===== src/rtl/uart_cmd_receiver_if.sv =====
// Command/response handshake bundle between uart_cmd_receiver (slave side)
// and the command processor that consumes commands and supplies responses (master side).
interface uart_cmd_receiver_if;
  logic [15:0] cmd;
  logic        cmd_rdy;
  logic        clr_cmd_rdy;
  logic [7:0]  resp;
  logic        trmt;
  logic        tx_done;
  logic        frm_err;

  modport master (
    input  cmd, cmd_rdy, tx_done, frm_err,
    output clr_cmd_rdy, resp, trmt
  );

  modport slave (
    output cmd, cmd_rdy, tx_done, frm_err,
    input  clr_cmd_rdy, resp, trmt
  );
endinterface


===== src/rtl/uart_cmd_receiver.sv =====
// 8N1 UART endpoint: assembles two received bytes (high first) into a 16-bit command
// and sends single response bytes. Define UART_CMD_FRAME_CHK_EN for stop-bit checking.
module uart_cmd_receiver #(
  parameter int BAUD_DIV     = 5208,
  parameter int TIMEOUT_BITS = 32
) (
  input  logic               clk,
  input  logic               rst_n,
  input  logic               RX,
  output logic               TX,
  uart_cmd_receiver_if.slave bus
);

  localparam int BAUD_W = $clog2(BAUD_DIV);
  localparam int TO_W   = $clog2(TIMEOUT_BITS * BAUD_DIV);
  localparam logic [BAUD_W-1:0] BAUD_LAST = BAUD_W'(BAUD_DIV - 1);
  localparam logic [BAUD_W-1:0] HALF_LAST = BAUD_W'(BAUD_DIV / 2 - 1);
  localparam logic [BAUD_W-1:0] BAUD_ONE  = BAUD_W'(1);
  localparam logic [TO_W-1:0]   TO_LAST   = TO_W'(TIMEOUT_BITS * BAUD_DIV - 1);
  localparam logic [TO_W-1:0]   TO_ONE    = TO_W'(1);

  localparam logic [1:0] RX_IDLE = 2'd0, RX_START = 2'd1, RX_DATA = 2'd2, RX_STOP = 2'd3;
  localparam logic [0:0] WAIT_HI = 1'b0, WAIT_LO = 1'b1;
  localparam logic [0:0] TX_IDLE = 1'b0, TX_XMIT = 1'b1;

  logic              rx_s1_q, rx_s1_d, rx_s2_q, rx_s2_d, rx_prev_q, rx_prev_d;
  logic [1:0]        rx_state_q, rx_state_d;
  logic [BAUD_W-1:0] rx_cnt_q, rx_cnt_d;
  logic [2:0]        rx_bit_q, rx_bit_d;
  logic [7:0]        rx_shift_q, rx_shift_d;
  logic              start_edge_s, byte_vld_s, frm_bad_s;
  logic [0:0]        cmd_state_q, cmd_state_d;
  logic [7:0]        hi_byte_q, hi_byte_d;
  logic [15:0]       cmd_q, cmd_d;
  logic              cmd_rdy_q, cmd_rdy_d, frm_err_q, frm_err_d;
  logic [TO_W-1:0]   to_cnt_q, to_cnt_d;
  logic [0:0]        tx_state_q, tx_state_d;
  logic [BAUD_W-1:0] tx_cnt_q, tx_cnt_d;
  logic [3:0]        tx_bit_q, tx_bit_d;
  logic [9:0]        tx_shift_q, tx_shift_d;
  logic              tx_done_q, tx_done_d;

  // Two-flop synchronizer plus one history flop for falling-edge detection.
  always_comb begin
    rx_s1_d   = RX;
    rx_s2_d   = rx_s1_q;
    rx_prev_d = rx_s2_q;
  end

  assign start_edge_s = (rx_state_q == RX_IDLE) && rx_prev_q && !rx_s2_q;

  // Receive engine: start re-check at half a bit, then one sample per bit-time.
  always_comb begin
    rx_state_d = rx_state_q;
    rx_cnt_d   = rx_cnt_q;
    rx_bit_d   = rx_bit_q;
    rx_shift_d = rx_shift_q;
    byte_vld_s = 1'b0;
    frm_bad_s  = 1'b0;
    case (rx_state_q)
      RX_IDLE: begin
        rx_cnt_d = '0;
        if (start_edge_s) begin
          rx_state_d = RX_START;
        end else begin
          rx_state_d = RX_IDLE;
        end
      end
      RX_START: begin
        if (rx_cnt_q == HALF_LAST) begin
          rx_cnt_d   = '0;
          rx_bit_d   = 3'd0;
          rx_state_d = rx_s2_q ? RX_IDLE : RX_DATA;
        end else begin
          rx_cnt_d = rx_cnt_q + BAUD_ONE;
        end
      end
      RX_DATA: begin
        if (rx_cnt_q == BAUD_LAST) begin
          rx_cnt_d   = '0;
          rx_shift_d = {rx_s2_q, rx_shift_q[7:1]};
          rx_bit_d   = rx_bit_q + 3'd1;
          rx_state_d = (rx_bit_q == 3'd7) ? RX_STOP : RX_DATA;
        end else begin
          rx_cnt_d = rx_cnt_q + BAUD_ONE;
        end
      end
      RX_STOP: begin
        if (rx_cnt_q == BAUD_LAST) begin
          rx_cnt_d   = '0;
          rx_state_d = RX_IDLE;
`ifdef UART_CMD_FRAME_CHK_EN
          byte_vld_s = rx_s2_q;
          frm_bad_s  = ~rx_s2_q;
`else
          byte_vld_s = 1'b1;
`endif
        end else begin
          rx_cnt_d = rx_cnt_q + BAUD_ONE;
        end
      end
      default: rx_state_d = RX_IDLE;
    endcase
  end

  // Command assembly; a new command's set of cmd_rdy overrides a same-cycle clear.
  always_comb begin
    cmd_state_d = cmd_state_q;
    hi_byte_d   = hi_byte_q;
    cmd_d       = cmd_q;
    to_cnt_d    = to_cnt_q;
    frm_err_d   = frm_bad_s;
    if (bus.clr_cmd_rdy) begin
      cmd_rdy_d = 1'b0;
    end else begin
      cmd_rdy_d = cmd_rdy_q;
    end
    case (cmd_state_q)
      WAIT_HI: begin
        to_cnt_d = '0;
        if (byte_vld_s) begin
          hi_byte_d   = rx_shift_q;
          cmd_state_d = WAIT_LO;
        end else begin
          cmd_state_d = WAIT_HI;
        end
      end
      WAIT_LO: begin
        if (frm_bad_s) begin
          cmd_state_d = WAIT_HI;
          hi_byte_d   = 8'h00;
          to_cnt_d    = '0;
        end else if (byte_vld_s) begin
          cmd_d       = {hi_byte_q, rx_shift_q};
          cmd_rdy_d   = 1'b1;
          cmd_state_d = WAIT_HI;
          to_cnt_d    = '0;
        end else if (start_edge_s) begin
          to_cnt_d = '0;
        end else if (rx_state_q != RX_IDLE) begin
          to_cnt_d = to_cnt_q;
        end else if (to_cnt_q == TO_LAST) begin
          cmd_state_d = WAIT_HI;
          hi_byte_d   = 8'h00;
          to_cnt_d    = '0;
        end else begin
          to_cnt_d = to_cnt_q + TO_ONE;
        end
      end
      default: cmd_state_d = WAIT_HI;
    endcase
  end

  // Transmit engine: LSB of the shift register is the line, stop bit shifts in ones.
  always_comb begin
    tx_state_d = tx_state_q;
    tx_cnt_d   = tx_cnt_q;
    tx_bit_d   = tx_bit_q;
    tx_shift_d = tx_shift_q;
    tx_done_d  = tx_done_q;
    case (tx_state_q)
      TX_IDLE: begin
        if (bus.trmt) begin
          tx_shift_d = {1'b1, bus.resp, 1'b0};
          tx_done_d  = 1'b0;
          tx_cnt_d   = '0;
          tx_bit_d   = 4'd0;
          tx_state_d = TX_XMIT;
        end else begin
          tx_state_d = TX_IDLE;
        end
      end
      TX_XMIT: begin
        if (tx_cnt_q == BAUD_LAST) begin
          tx_cnt_d   = '0;
          tx_shift_d = {1'b1, tx_shift_q[9:1]};
          if (tx_bit_q == 4'd9) begin
            tx_state_d = TX_IDLE;
            tx_done_d  = 1'b1;
          end else begin
            tx_bit_d = tx_bit_q + 4'd1;
          end
        end else begin
          tx_cnt_d = tx_cnt_q + BAUD_ONE;
        end
      end
      default: tx_state_d = TX_IDLE;
    endcase
  end

  // State registers with synchronous active-low reset.
  always_ff @(posedge clk) begin
    if (!rst_n) begin
      rx_s1_q     <= 1'b1;
      rx_s2_q     <= 1'b1;
      rx_prev_q   <= 1'b1;
      rx_state_q  <= RX_IDLE;
      rx_cnt_q    <= '0;
      rx_bit_q    <= 3'd0;
      rx_shift_q  <= 8'h00;
      cmd_state_q <= WAIT_HI;
      hi_byte_q   <= 8'h00;
      cmd_q       <= 16'h0000;
      cmd_rdy_q   <= 1'b0;
      frm_err_q   <= 1'b0;
      to_cnt_q    <= '0;
      tx_state_q  <= TX_IDLE;
      tx_cnt_q    <= '0;
      tx_bit_q    <= 4'd0;
      tx_shift_q  <= 10'h3FF;
      tx_done_q   <= 1'b0;
    end else begin
      rx_s1_q     <= rx_s1_d;
      rx_s2_q     <= rx_s2_d;
      rx_prev_q   <= rx_prev_d;
      rx_state_q  <= rx_state_d;
      rx_cnt_q    <= rx_cnt_d;
      rx_bit_q    <= rx_bit_d;
      rx_shift_q  <= rx_shift_d;
      cmd_state_q <= cmd_state_d;
      hi_byte_q   <= hi_byte_d;
      cmd_q       <= cmd_d;
      cmd_rdy_q   <= cmd_rdy_d;
      frm_err_q   <= frm_err_d;
      to_cnt_q    <= to_cnt_d;
      tx_state_q  <= tx_state_d;
      tx_cnt_q    <= tx_cnt_d;
      tx_bit_q    <= tx_bit_d;
      tx_shift_q  <= tx_shift_d;
      tx_done_q   <= tx_done_d;
    end
  end

  assign TX          = tx_shift_q[0];
  assign bus.cmd     = cmd_q;
  assign bus.cmd_rdy = cmd_rdy_q;
  assign bus.tx_done = tx_done_q;
  assign bus.frm_err = frm_err_q;

endmodule


===== src/flat_wrapper.sv =====
// flat-port wrapper written by rule: the top's interface ports become plain ports
module uart_cmd_receiver_flat 
#(
  parameter int BAUD_DIV     = 5208,
  parameter int TIMEOUT_BITS = 32
)
  (clk, rst_n, RX, TX, bus_cmd, bus_cmd_rdy, bus_tx_done, bus_frm_err, bus_clr_cmd_rdy, bus_resp, bus_trmt);
  uart_cmd_receiver_if bus_i ();
  input  logic clk;
  input  logic rst_n;
  input  logic RX;
  output logic TX;
  output wire logic [$bits(bus_i.cmd)-1:0] bus_cmd;
  output wire logic [$bits(bus_i.cmd_rdy)-1:0] bus_cmd_rdy;
  output wire logic [$bits(bus_i.tx_done)-1:0] bus_tx_done;
  output wire logic [$bits(bus_i.frm_err)-1:0] bus_frm_err;
  input wire logic [$bits(bus_i.clr_cmd_rdy)-1:0] bus_clr_cmd_rdy;
  input wire logic [$bits(bus_i.resp)-1:0] bus_resp;
  input wire logic [$bits(bus_i.trmt)-1:0] bus_trmt;
  assign bus_cmd = bus_i.cmd;
  assign bus_cmd_rdy = bus_i.cmd_rdy;
  assign bus_tx_done = bus_i.tx_done;
  assign bus_frm_err = bus_i.frm_err;
  assign bus_i.clr_cmd_rdy = bus_clr_cmd_rdy;
  assign bus_i.resp = bus_resp;
  assign bus_i.trmt = bus_trmt;
  uart_cmd_receiver #(.BAUD_DIV(BAUD_DIV), .TIMEOUT_BITS(TIMEOUT_BITS)) u_core (.clk(clk), .rst_n(rst_n), .RX(RX), .TX(TX), .bus(bus_i));
endmodule

===== config.mk =====
export PLATFORM = sky130hd
export DESIGN_NAME = uart_cmd_receiver_flat
export DESIGN_NICKNAME = d
export VERILOG_FILES = /design/src/rtl/uart_cmd_receiver_if.sv /design/src/rtl/uart_cmd_receiver.sv /design/src/flat_wrapper.sv
export SDC_FILE = /design/constraint.sdc
export NUM_CORES = 1
export LEC_CHECK = 0
export ABC_AREA = 1
export CAP_MARGIN = 20
export CORE_MARGIN = 2
export CORE_UTILIZATION = 49
export DETAILED_ROUTE_END_ITERATION = 8
export GPL_TIMING_DRIVEN = 0
export PLACE_DENSITY = 0.68
export SETUP_SLACK_MARGIN = 0.15
export SYNTH_ARGS = -nofsm -noshare
export SYNTH_HDL_FRONTEND = slang
export SYNTH_SLANG_ARGS = --single-unit

===== constraint.sdc =====
create_clock -name clk -period 2.9 [get_ports clk]
set_input_delay 0.725 -clock clk [delete_from_list [all_inputs] [get_ports clk]]
set_output_delay 0.725 -clock clk [all_outputs]
set_load 0.01 [all_outputs]

==> results of run 1 <==
==> path summary, 6_finish.rpt <==
kind | startpoint | end | slack, ns | cells after the start
setup reg to reg | u_core.to_cnt_q[0] | u_core.hi_byte_q[0] | 0.92 | 8
hold / removal | u_core.rx_s1_q | u_core.rx_prev_d | 0.42 | 1
hold reg to reg | u_core.rx_s1_q | u_core.rx_prev_d | 0.42 | 1
setup / recovery | rst_n | u_core.bus.cmd[14] | 0.66 | 5
==> metal layers <==
layer	GRT usage [%]	vias up	share of wire [%]
met4	6.38	0	1.2
li1	-	2297	-
met5	0	-	0
met1	27.8	1961	49
met2	33.4	78	45
met3	4.54	11	4.4
==> synthesized netlist by cell type, drive strengths merged <==
master	n	area share, %
a211oi	1	0.16
a21o	1	0.16
a21oi	61	6.4
a22oi	1	0.16
a31oi	1	0.13
buf	13	1.6
clkbuf	10	0.78
clkinv	2	0.16
conb	1	0.078
dfxtp	101	42
ha	11	2.9
inv	91	7.1
nand2	165	13
nand3	63	7.1
nand3b	4	0.62
nand4	11	1.4
nor2	74	6.1
nor3	20	2.3
nor3b	4	0.73
nor4	1	0.13
o211ai	1	0.16
o21ai	40	4.2
o22ai	2	0.26
o31ai	1	0.16
or2	3	0.39
xnor2	2	0.36
xor2	6	1.1
==> worst reg2reg max path: stages, from the launching register on <==
cell	delay, ns
dfxtp_1	0.38
ha_1	0.20
nand3_2	0.13
nor2_1	0.23
inv_1	0.06
nor2_1	0.18
nand4_1	0.38
nand3_1	0.20
a21oi_1	0.09
==> cells by family after synthesis <==
kind of cell / after synthesis
other: 1
AND/OR/NAND/NOR: 345
XOR/XNOR: 8
buffers and inverters: 116
AO/OA/AOI/OAI: 109
adder cells (fa/ha/maj): 11
flip-flops: 101
==> power breakdown <==
group          internal (W)  switching [W]  total (W)
clock              0.000335       0.000537   0.000872
combinational     0.0000547      0.0000924   0.000147
sequential          0.00141      0.0000118    0.00142
==> sequential cells by signal, indices dropped and copies added, names as in the netlist, named ones only <==
register            cells
u_core.cmd_state_q      1
u_core.bus.cmd         16
u_core.rx_bit_q         3
u_core.rx_cnt_q        13
u_core.hi_byte_q        8
u_core.rx_prev_q        1
u_core.rx_shift_q       8
u_core.bus.cmd_rdy      1
u_core.tx_state_q       1
u_core.rx_state_q       1
u_core.rx_prev_d        1
u_core.tx_shift_q       9
u_core.bus.tx_done      1
u_core.rx_s1_q          1
u_core.to_cnt_q        18
u_core.tx_cnt_q        13
u_core.tx_bit_q         4
==> stage by stage <==
stage,hold slack (ns),setup slack (ns)
5_1_grt,0.448,0.504
4_1_cts,0.428,0.670
6_report,0.424,0.664
2_1_floorplan,0.393,1.38
3_5_place_dp,0.402,0.262
3_3_place_gp,0.399,0.260
==> area by class of cell <==
class / instances / share of cell area (%)
buffer: 23 / 2.10
clock buffer: 9 / 2.26
clock inverter: 7 / 1.19
inverter: 93 / 6.38
multi-input combinational: 474 / 42.4
sequential: 101 / 37.0
tap: 133 / 3.04
timing repair buffer: 31 / 5.67
==> impl_metrics.env, run 1 <==
export IMPL_relSlewSlack_pct=56.2
export IMPL_multiInputGateArea_um2=2320
export IMPL_wl_um=10300
export IMPL_cts_setup_buffers=0
export IMPL_finalHoldViolations=0
export IMPL_ant_nets=0
export IMPL_cts_made_buffers=9
export IMPL_synth_seq_cells=101
export IMPL_arrival_ns=2.56
export IMPL_start_util_pct=49.9
export IMPL_setup_viol=0
export IMPL_synth_xor_area_share_pct=1.46
export IMPL_crit_slowest_cell="clkdlybuf4s50_1"
export IMPL_placed_cell_area_um2=5280
export IMPL_synthSimpleGateAreaFrac_pct=32.0
export IMPL_drv_slew=0
export IMPL_synth_compound_area_share_pct=11.8
export IMPL_fp_coreArea_um2=9640
export IMPL_grt_usage_pct=20.7
export IMPL_cts_max_level=3
export IMPL_critPathKind="in -> reg"
export IMPL_fmax_ghz=0.447
export IMPL_drtIter0Drc=207
export IMPL_synth_cell_types=41
export IMPL_vias=4347
export IMPL_path_clk_slew_ns=0.11
export IMPL_cap_viol_max_count=0
export IMPL_synthAdderAreaFrac_pct=2.86
export IMPL_layout_common_cells="nand2_1 (158), dfxtp_1 (101), inv_1 (86), nor2_1 (70), a21oi_1 (60)"
export IMPL_skew_ns=0.00982
export IMPL_rsz0062_at_grt="no"
export IMPL_start_kind="input port"
export IMPL_via_per_inst=4.99
export IMPL_hp_class="reg -> reg"
export IMPL_clock_sinks=101
export IMPL_fin_util_pct=56.8
export IMPL_diodes=0
export IMPL_clk_path_buf_depth=2
export IMPL_synth_area_um2=4810
export IMPL_rows=36
export IMPL_hpwl_um=7470
export IMPL_yosysSeqAreaShare_pct=42.1
export IMPL_syn_inst=691
export IMPL_synth_avg_cell_area_um2=6.95
export IMPL_cp_top_family="buffers and inverters"
export IMPL_ctsResizeCount=0
export IMPL_fp_dieH_um=103
export IMPL_p_leak_nw=2.04
export IMPL_fin_nets=757
export IMPL_status="completed"
export IMPL_globalRouteOverflowTotal=0
export IMPL_grt_start_max_net_pins=20
export IMPL_place_congestion=0.845
export IMPL_syn_nets=715
export IMPL_synth_top_family_by_area="simple AND/OR/NAND/NOR gates"
export IMPL_die_w_um=103
export IMPL_die_area_um2=10600
export IMPL_path_buf_inv=3
export IMPL_end_kind="register"
export IMPL_fillers=993
export IMPL_root_buffer="clkbuf_8"
export IMPL_area_sequential_um2=2020
export IMPL_irDropWorstVdd_v=0.000266
export IMPL_totalPowerFinal_w=0.00244
export IMPL_grt_pass1_vias=3905
export IMPL_ioPinCount=33
export IMPL_cpPeakStageDelay_ns=0.59
export IMPL_fin_crit_sh_pct=77.1
export IMPL_grt_pass1_wl_um=17500
export IMPL_mostFrequentLayoutCell="nand2_1"
export IMPL_synth_mux_area_share_pct=0
export IMPL_tns_ns=0
export IMPL_fin_area_um2=5470
export IMPL_avgRoutedWirePerCell_um=11.8
export IMPL_antenna_found_initial=0
export IMPL_period_minus_slack_ns=2.24
export IMPL_route_detailed_drc=0
export IMPL_power_density_nw_per_um2=445
export IMPL_first_pass_iters=4
export IMPL_hold_buffers=0
export IMPL_layout_drive_gt1_share_pct=7.59
export IMPL_stdcell_count=871
export IMPL_cts_tree="built"
export IMPL_cp_required_ns=3.22
export IMPL_post_place_cells=855
export IMPL_worst_pin_slew_ns=0.657
export IMPL_crit_fanout=10
export IMPL_ys_warn_count=0
export IMPL_area_growth_pct=13.9
export IMPL_crit_chain="clkdlybuf4s50_1, clkbuf_1, buf_1, o21ai_1, a21oi_1"
export IMPL_io_buffers=31
export IMPL_clk_insertion_delay_late_ns=0.38
(Power assumes the default switching activity.)
==> inputs of run 2 (changes only) <==
--- a/config.mk
+++ b/config.mk
@@ -11,7 +11,7 @@
 export CORE_UTILIZATION = 49
 export DETAILED_ROUTE_END_ITERATION = 8
 export GPL_TIMING_DRIVEN = 0
-export PLACE_DENSITY = 0.68
+export PLACE_DENSITY = 0.71
 export SETUP_SLACK_MARGIN = 0.15
 export SYNTH_ARGS = -nofsm -noshare
 export SYNTH_HDL_FRONTEND = slang
==> constraint.sdc (replaced) <==
create_clock -name clk -period 1.9 [get_ports clk]
set_input_delay 0.475 -clock clk [delete_from_list [all_inputs] [get_ports clk]]
set_output_delay 0.475 -clock clk [all_outputs]
set_load 0.01 [all_outputs]
==> run 2 against run 1 <==
Compared with the run above: total power rose by 68%; via count rose by 3.5%; core utilization up 3.4 points; non-clock buffer count grew 8; final cell count is 0.92% higher; clock power increased by 94%; highest routed layer unchanged; first-iteration DRC count down 14%.
==> impl_metrics.env, run 2 (same netlist as run 1, synthesis figures left out) <==
export IMPL_status="completed"
export IMPL_drv_slew=0
export IMPL_path_clk_slew_ns=0.09
export IMPL_irDropWorstVdd_v=0.000398
export IMPL_worstRegToRegCells=11
export IMPL_mostFrequentLayoutCell="nand2_1"
export IMPL_clock_sinks=101
export IMPL_grt_usage_pct=20.6
export IMPL_io_buffers=31
export IMPL_stdcell_count=879
export IMPL_layout_drive_gt1_share_pct=12.9
export IMPL_hold_buffers=0
export IMPL_finalHoldViolations=0
export IMPL_fin_nets=765
export IMPL_fin_crit_sh_pct=88.1
export IMPL_rsz0062_at_grt="yes"
export IMPL_post_place_cells=855
export IMPL_hp_class="reg -> reg"
export IMPL_relSlewSlack_pct=62.8
export IMPL_place_congestion=0.936
export IMPL_cts_max_level=3
export IMPL_layout_common_cells="nand2_1 (154), dfxtp_1 (94), inv_1 (84), nor2_1 (66), a21oi_1 (59)"
export IMPL_start_util_pct=49.9
export IMPL_period_minus_slack_ns=1.67
export IMPL_crit_fanout=10
export IMPL_area_growth_pct=20.7
export IMPL_r2r_end="u_core.to_cnt_q[14]"
export IMPL_fmax_ghz=0.597
export IMPL_ioPinCount=33
export IMPL_largest_register="u_core.to_cnt_q"
export IMPL_fin_ws_ns=0.226
export IMPL_cp_required_ns=2.20
export IMPL_reg2reg_slack_ns=0.24
export IMPL_skew_ns=0.00967
export IMPL_whs_ns=0.442
export IMPL_totalPowerFinal_w=0.00409
export IMPL_wl_um=10700
export IMPL_fin_area_um2=5800
export IMPL_drtIter0Drc=177
export IMPL_hpwl_um=7680
export IMPL_cts_tree="built"
export IMPL_hold_start="u_core.rx_s1_q"
export IMPL_fp_dieH_um=103
export IMPL_first_pass_iters=5
export IMPL_end_kind="register"
export IMPL_fp_coreArea_um2=9640
export IMPL_grt_pass1_vias=4055
export IMPL_critPathKind="in -> reg"
export IMPL_avgRoutedWirePerCell_um=12.1
export IMPL_rows=36
export IMPL_die_area_um2=10600
export IMPL_vias=4498
export IMPL_placed_cell_area_um2=5280
export IMPL_diodes=0
export IMPL_reg2reg_from="u_core.rx_cnt_q[0]"
export IMPL_start_kind="input port"
export IMPL_grt_start_max_net_pins=18
export IMPL_arrival_ns=1.98
export IMPL_cap_viol_max_count=0
export IMPL_setup_viol=0
export IMPL_post_place_ws_ns=-0.464
export IMPL_clk_insertion_delay_late_ns=0.38
export IMPL_clk_path_buf_depth=2
export IMPL_cts_made_buffers=9
export IMPL_ant_nets=0
export IMPL_globalRouteOverflowTotal=0
export IMPL_largest_register_ffs=18
export IMPL_worst_pin_slew_ns=0.557
export IMPL_hold_end="u_core.rx_prev_d"
export IMPL_p_leak_nw=2.43
export IMPL_via_per_inst=5.12
export IMPL_root_buffer="clkbuf_8"
export IMPL_grt_pass1_wl_um=17500
export IMPL_power_density_nw_per_um2=705
export IMPL_antenna_found_initial=0
export IMPL_worstHoldPathCells=1
export IMPL_die_w_um=103
export IMPL_route_detailed_drc=0
==> run 2: changes by cell type in the layout (fill, tap and decap cells not counted), moves of 7 or more <==
cell,previous run,this run
dlymetal6s2s_1,0,16
buf_4,3,13
clkdlybuf4s50_1,31,12
dfxtp_1,101,94
dfxtp_2,0,7
==> run 2: critical path, stage by stage <==
cell and delay (ns):
clkdlybuf4s50_1 0.62, clkinv_1 0.32, clkbuf_1 0.35, a21oi_1 0.20
==> run 2: where the power goes <==
part | switching, W | total [W] | internal, W
combinational | 0.000147 | 0.000238 | 0.0000908
sequential | 0.0000185 | 0.00216 | 0.00215
clock | 0.000766 | 0.00169 | 0.000924
==> run 2: through the flow <==
stage	utilization [%]	setup TNS, ns
after floorplan	-	0
after global placement	54.8	-14.01
after detailed placement	54.8	-13.84
after CTS	57.6	0
after global routing	60.2	0
final	60.2	0
==> run 2: worst max-delay path by stage <==
stage | from | endpoint | slack [ns] | cells past startpoint
global route | u_core.rx_cnt_q[0] | u_core.bus.cmd[13] | 0.13 | 11
floorplan | u_core.rx_cnt_q[0] | u_core.rx_cnt_q[10] | 0.39 | 11
detailed placement | rst_n | u_core.bus.cmd[13] | -0.46 | 5
global placement | rst_n | u_core.bus.cmd[14] | -0.48 | 5
CTS | rst_n | u_core.bus.cmd[13] | 0.14 | 5
finish | rst_n | u_core.tx_cnt_q[5] | 0.23 | 4
==> run 2: final cells by class <==
type,instances,area [um2]
inverter,93,355
tap,133,166
multi-input combinational,474,2440
timing repair buffer,39,407
clock buffer,10,138
sequential,101,2030
buffer,23,144
clock inverter,6,118
fill,887,3840
==> run 2: what timing repair did <==
item	4_1_cts	5_1_grt
cloned	0	2
pin swaps	1	5
gates resized for setup	7	75
endpoints found under the setup margin	41	99
hold endpoints to repair	0	0
buffers inserted	1	5
==> run 2: routing by layer <==
layer	up-vias	GRT usage, %	wire, um
met4	0	7.39	156
met3	17	3.93	514
met5	-	0	0
met1	2061	24.8	4800
li1	2324	-	-
met2	96	36.5	5190
==> inputs of run 3 (changes only) <==
--- a/config.mk
+++ b/config.mk
@@ -10,8 +10,9 @@
 export CORE_MARGIN = 2
 export CORE_UTILIZATION = 49
 export DETAILED_ROUTE_END_ITERATION = 8
+export DONT_BUFFER_PORTS = 1
 export GPL_TIMING_DRIVEN = 0
-export PLACE_DENSITY = 0.71
+export PLACE_DENSITY = 0.66
 export SETUP_SLACK_MARGIN = 0.15
 export SYNTH_ARGS = -nofsm -noshare
 export SYNTH_HDL_FRONTEND = slang
==> run 3 against run 2 <==
Compared with the run above: via count fell by 2.8%; critical path type is now reg -> reg; first-iteration DRC count rose by 7.3%; core utilization fell by 4.6 points; largest cell class unchanged; hold slack got worse by 0.24 ns; non-clock buffer count fell by 33; worst setup slack got worse by 0.014 ns; clock-buffer cell count fell by 1; final cell count fell by 3.6%; clock skew rose by 0.00079 ns.
==> impl_metrics.env, run 3 (same netlist as run 1, synthesis figures left out) <==
export IMPL_hold_start="RX"
export IMPL_cpPeakStageDelay_ns=0.37
export IMPL_antenna_found_initial=1
export IMPL_clk_insertion_delay_late_ns=0.37
export IMPL_drtIter0Drc=190
export IMPL_setup_viol=0
export IMPL_first_pass_iters=5
export IMPL_fin_ws_ns=0.211
export IMPL_crit_chain="ha_4, nand2_1, inv_2, nand2_2, nor2_4, nand3_2, nand3_4, buf_6, nand3_1, a21oi_1, nor2_1"
export IMPL_largest_register="u_core.to_cnt_q"
export IMPL_whs_ns=0.205
export IMPL_period_minus_slack_ns=1.69
export IMPL_layout_drive_gt1_share_pct=12.2
export IMPL_power_density_nw_per_um2=680
export IMPL_hpwl_um=7610
export IMPL_start_util_pct=49.9
export IMPL_cp_required_ns=2.17
export IMPL_rsz0062_at_grt="yes"
export IMPL_rows=36
export IMPL_status="completed"
export IMPL_avgRoutedWirePerCell_um=12.4
export IMPL_worst_pin_slew_ns=0.621
export IMPL_io_buffers=0
export IMPL_mostFrequentLayoutCell="nand2_1"
export IMPL_ant_nets=0
export IMPL_crit_slowest_cell="dfxtp_2"
export IMPL_relSlewSlack_pct=58.6
export IMPL_place_congestion=0.834
export IMPL_die_w_um=103
export IMPL_path_buf_inv=2
export IMPL_grt_pass1_wl_um=17300
export IMPL_largest_register_ffs=18
export IMPL_path_clk_slew_ns=0.10
export IMPL_clk_path_buf_depth=2
export IMPL_drv_slew=0
export IMPL_fmax_ghz=0.592
export IMPL_cap_viol_max_count=0
export IMPL_grt_pass1_vias=3924
export IMPL_die_area_um2=10600
export IMPL_hp_class="in -> reg"
export IMPL_fillers=961
export IMPL_grt_usage_pct=20.5
export IMPL_vias=4370
export IMPL_route_detailed_drc=0
export IMPL_fp_dieH_um=103
export IMPL_cts_max_level=3
export IMPL_cts_made_buffers=9
export IMPL_root_buffer="clkbuf_8"
export IMPL_arrival_ns=1.96
export IMPL_end_kind="register"
export IMPL_clock_sinks=101
export IMPL_skew_ns=0.0105
export IMPL_via_per_inst=5.16
export IMPL_fin_nets=732
export IMPL_cts_tree="built"
export IMPL_grt_start_max_net_pins=19
export IMPL_reg2reg_from="u_core.rx_cnt_q[0]"
export IMPL_p_leak_nw=1.97
export IMPL_crit_fanout=10
export IMPL_irDropWorstVdd_v=0.000385
export IMPL_fin_crit_sh_pct=88.9
export IMPL_startpoint="u_core.rx_cnt_q[0]"
export IMPL_fin_area_um2=5360
export IMPL_area_growth_pct=11.5
export IMPL_finalHoldViolations=0
export IMPL_ioPinCount=33
export IMPL_layout_common_cells="nand2_1 (155), dfxtp_1 (92), inv_1 (85), nor2_1 (65), a21oi_1 (59)"
export IMPL_wl_um=10500
export IMPL_placed_cell_area_um2=4970
export IMPL_start_kind="register"
export IMPL_critPathKind="reg -> reg"
export IMPL_post_place_ws_ns=-0.0653
export IMPL_globalRouteOverflowTotal=0
export IMPL_fp_coreArea_um2=9640
export IMPL_cp_top_family="simple AND/OR/NAND/NOR gates"
==> run 3: cell count changes in the layout (fill, tap and decap cells not counted), sizes merged <==
cell	previous run	this run
diode	0	1
bufinv	3	0
inv	93	92
clkdlybuf4s50	12	0
buf	21	19
clkbuf	20	19
dlymetal6s2s	16	0
clkinv	1	6
dlygate4sd2	3	0
==> run 3: routing by layer <==
metal | up-vias | track usage (%) | part of all wire (%)
li1 | 2251 | - | -
met1 | 2016 | 25.7 | 46
met2 | 87 | 34.1 | 48
met3 | 16 | 4.81 | 4.4
met4 | 0 | 7.79 | 1.7
met5 | - | 0 | 0
==> run 3: worst register-to-register path: stages (launching register included) <==
cell and delay, ns:
dfxtp_2 0.37, ha_4 0.15, nand2_1 0.06, inv_2 0.08, nand2_2 0.09, nor2_4 0.12, nand3_2 0.15, nand3_4 0.13
buf_6 0.16, nand3_1 0.10, a21oi_1 0.13, nor2_1 0.06
==> run 3: final cells by class <==
class                           count  area, um2  share of cell area, %
Antenna cell                        1       2.50                 0.0467
Buffer                             23        143                   2.66
Clock buffer                        9        124                   2.31
Clock inverter                      7       60.1                   1.12
Inverter                           93        355                   6.63
Multi-Input combinational cell    474       2430                   45.3
Sequential cell                   101       2040                   38.0
Tap cell                          133        166                   3.10
Timing Repair Buffer                6       45.0                  0.840
==> run 3: final timing paths <==
kind	to	slack, ns	cells after the start
setup / recovery	u_core.to_cnt_q[8]	0.21	11
hold / removal	u_core.rx_s1_q	0.21	1
setup reg to reg	u_core.to_cnt_q[8]	0.21	11
hold reg to reg	u_core.rx_prev_d	0.43	1
==> run 3: repair_timing <==
action                                  CTS  global route
pin swaps                                 1             3
gates resized for setup                   1            53
setup buffers                             1             5
endpoints found under the setup margin   12            82
hold buffers                              0             0
==> run 3: stage by stage <==
stage | TNS, ns | utilization [%] | total power (W) | std cells
CTS | 0 | 53.6 | 0.00367 | 841
global route | 0 | 55.6 | 0.00382 | 846
detailed placement | -0.210 | 51.6 | 0.00241 | 824
finish | 0 | 55.6 | 0.00365 | 847
floorplan | 0 | - | 0.00236 | 691
global placement | 0 | 51.6 | 0.00240 | 824
==> run 3: power by group <==
part           switching (W)  total (W)  internal, W  leakage [nW]
Sequential         0.0000204    0.00217      0.00215         0.822
Combinational       0.000142   0.000212    0.0000695          1.06
Clock               0.000777    0.00127     0.000492        0.0900
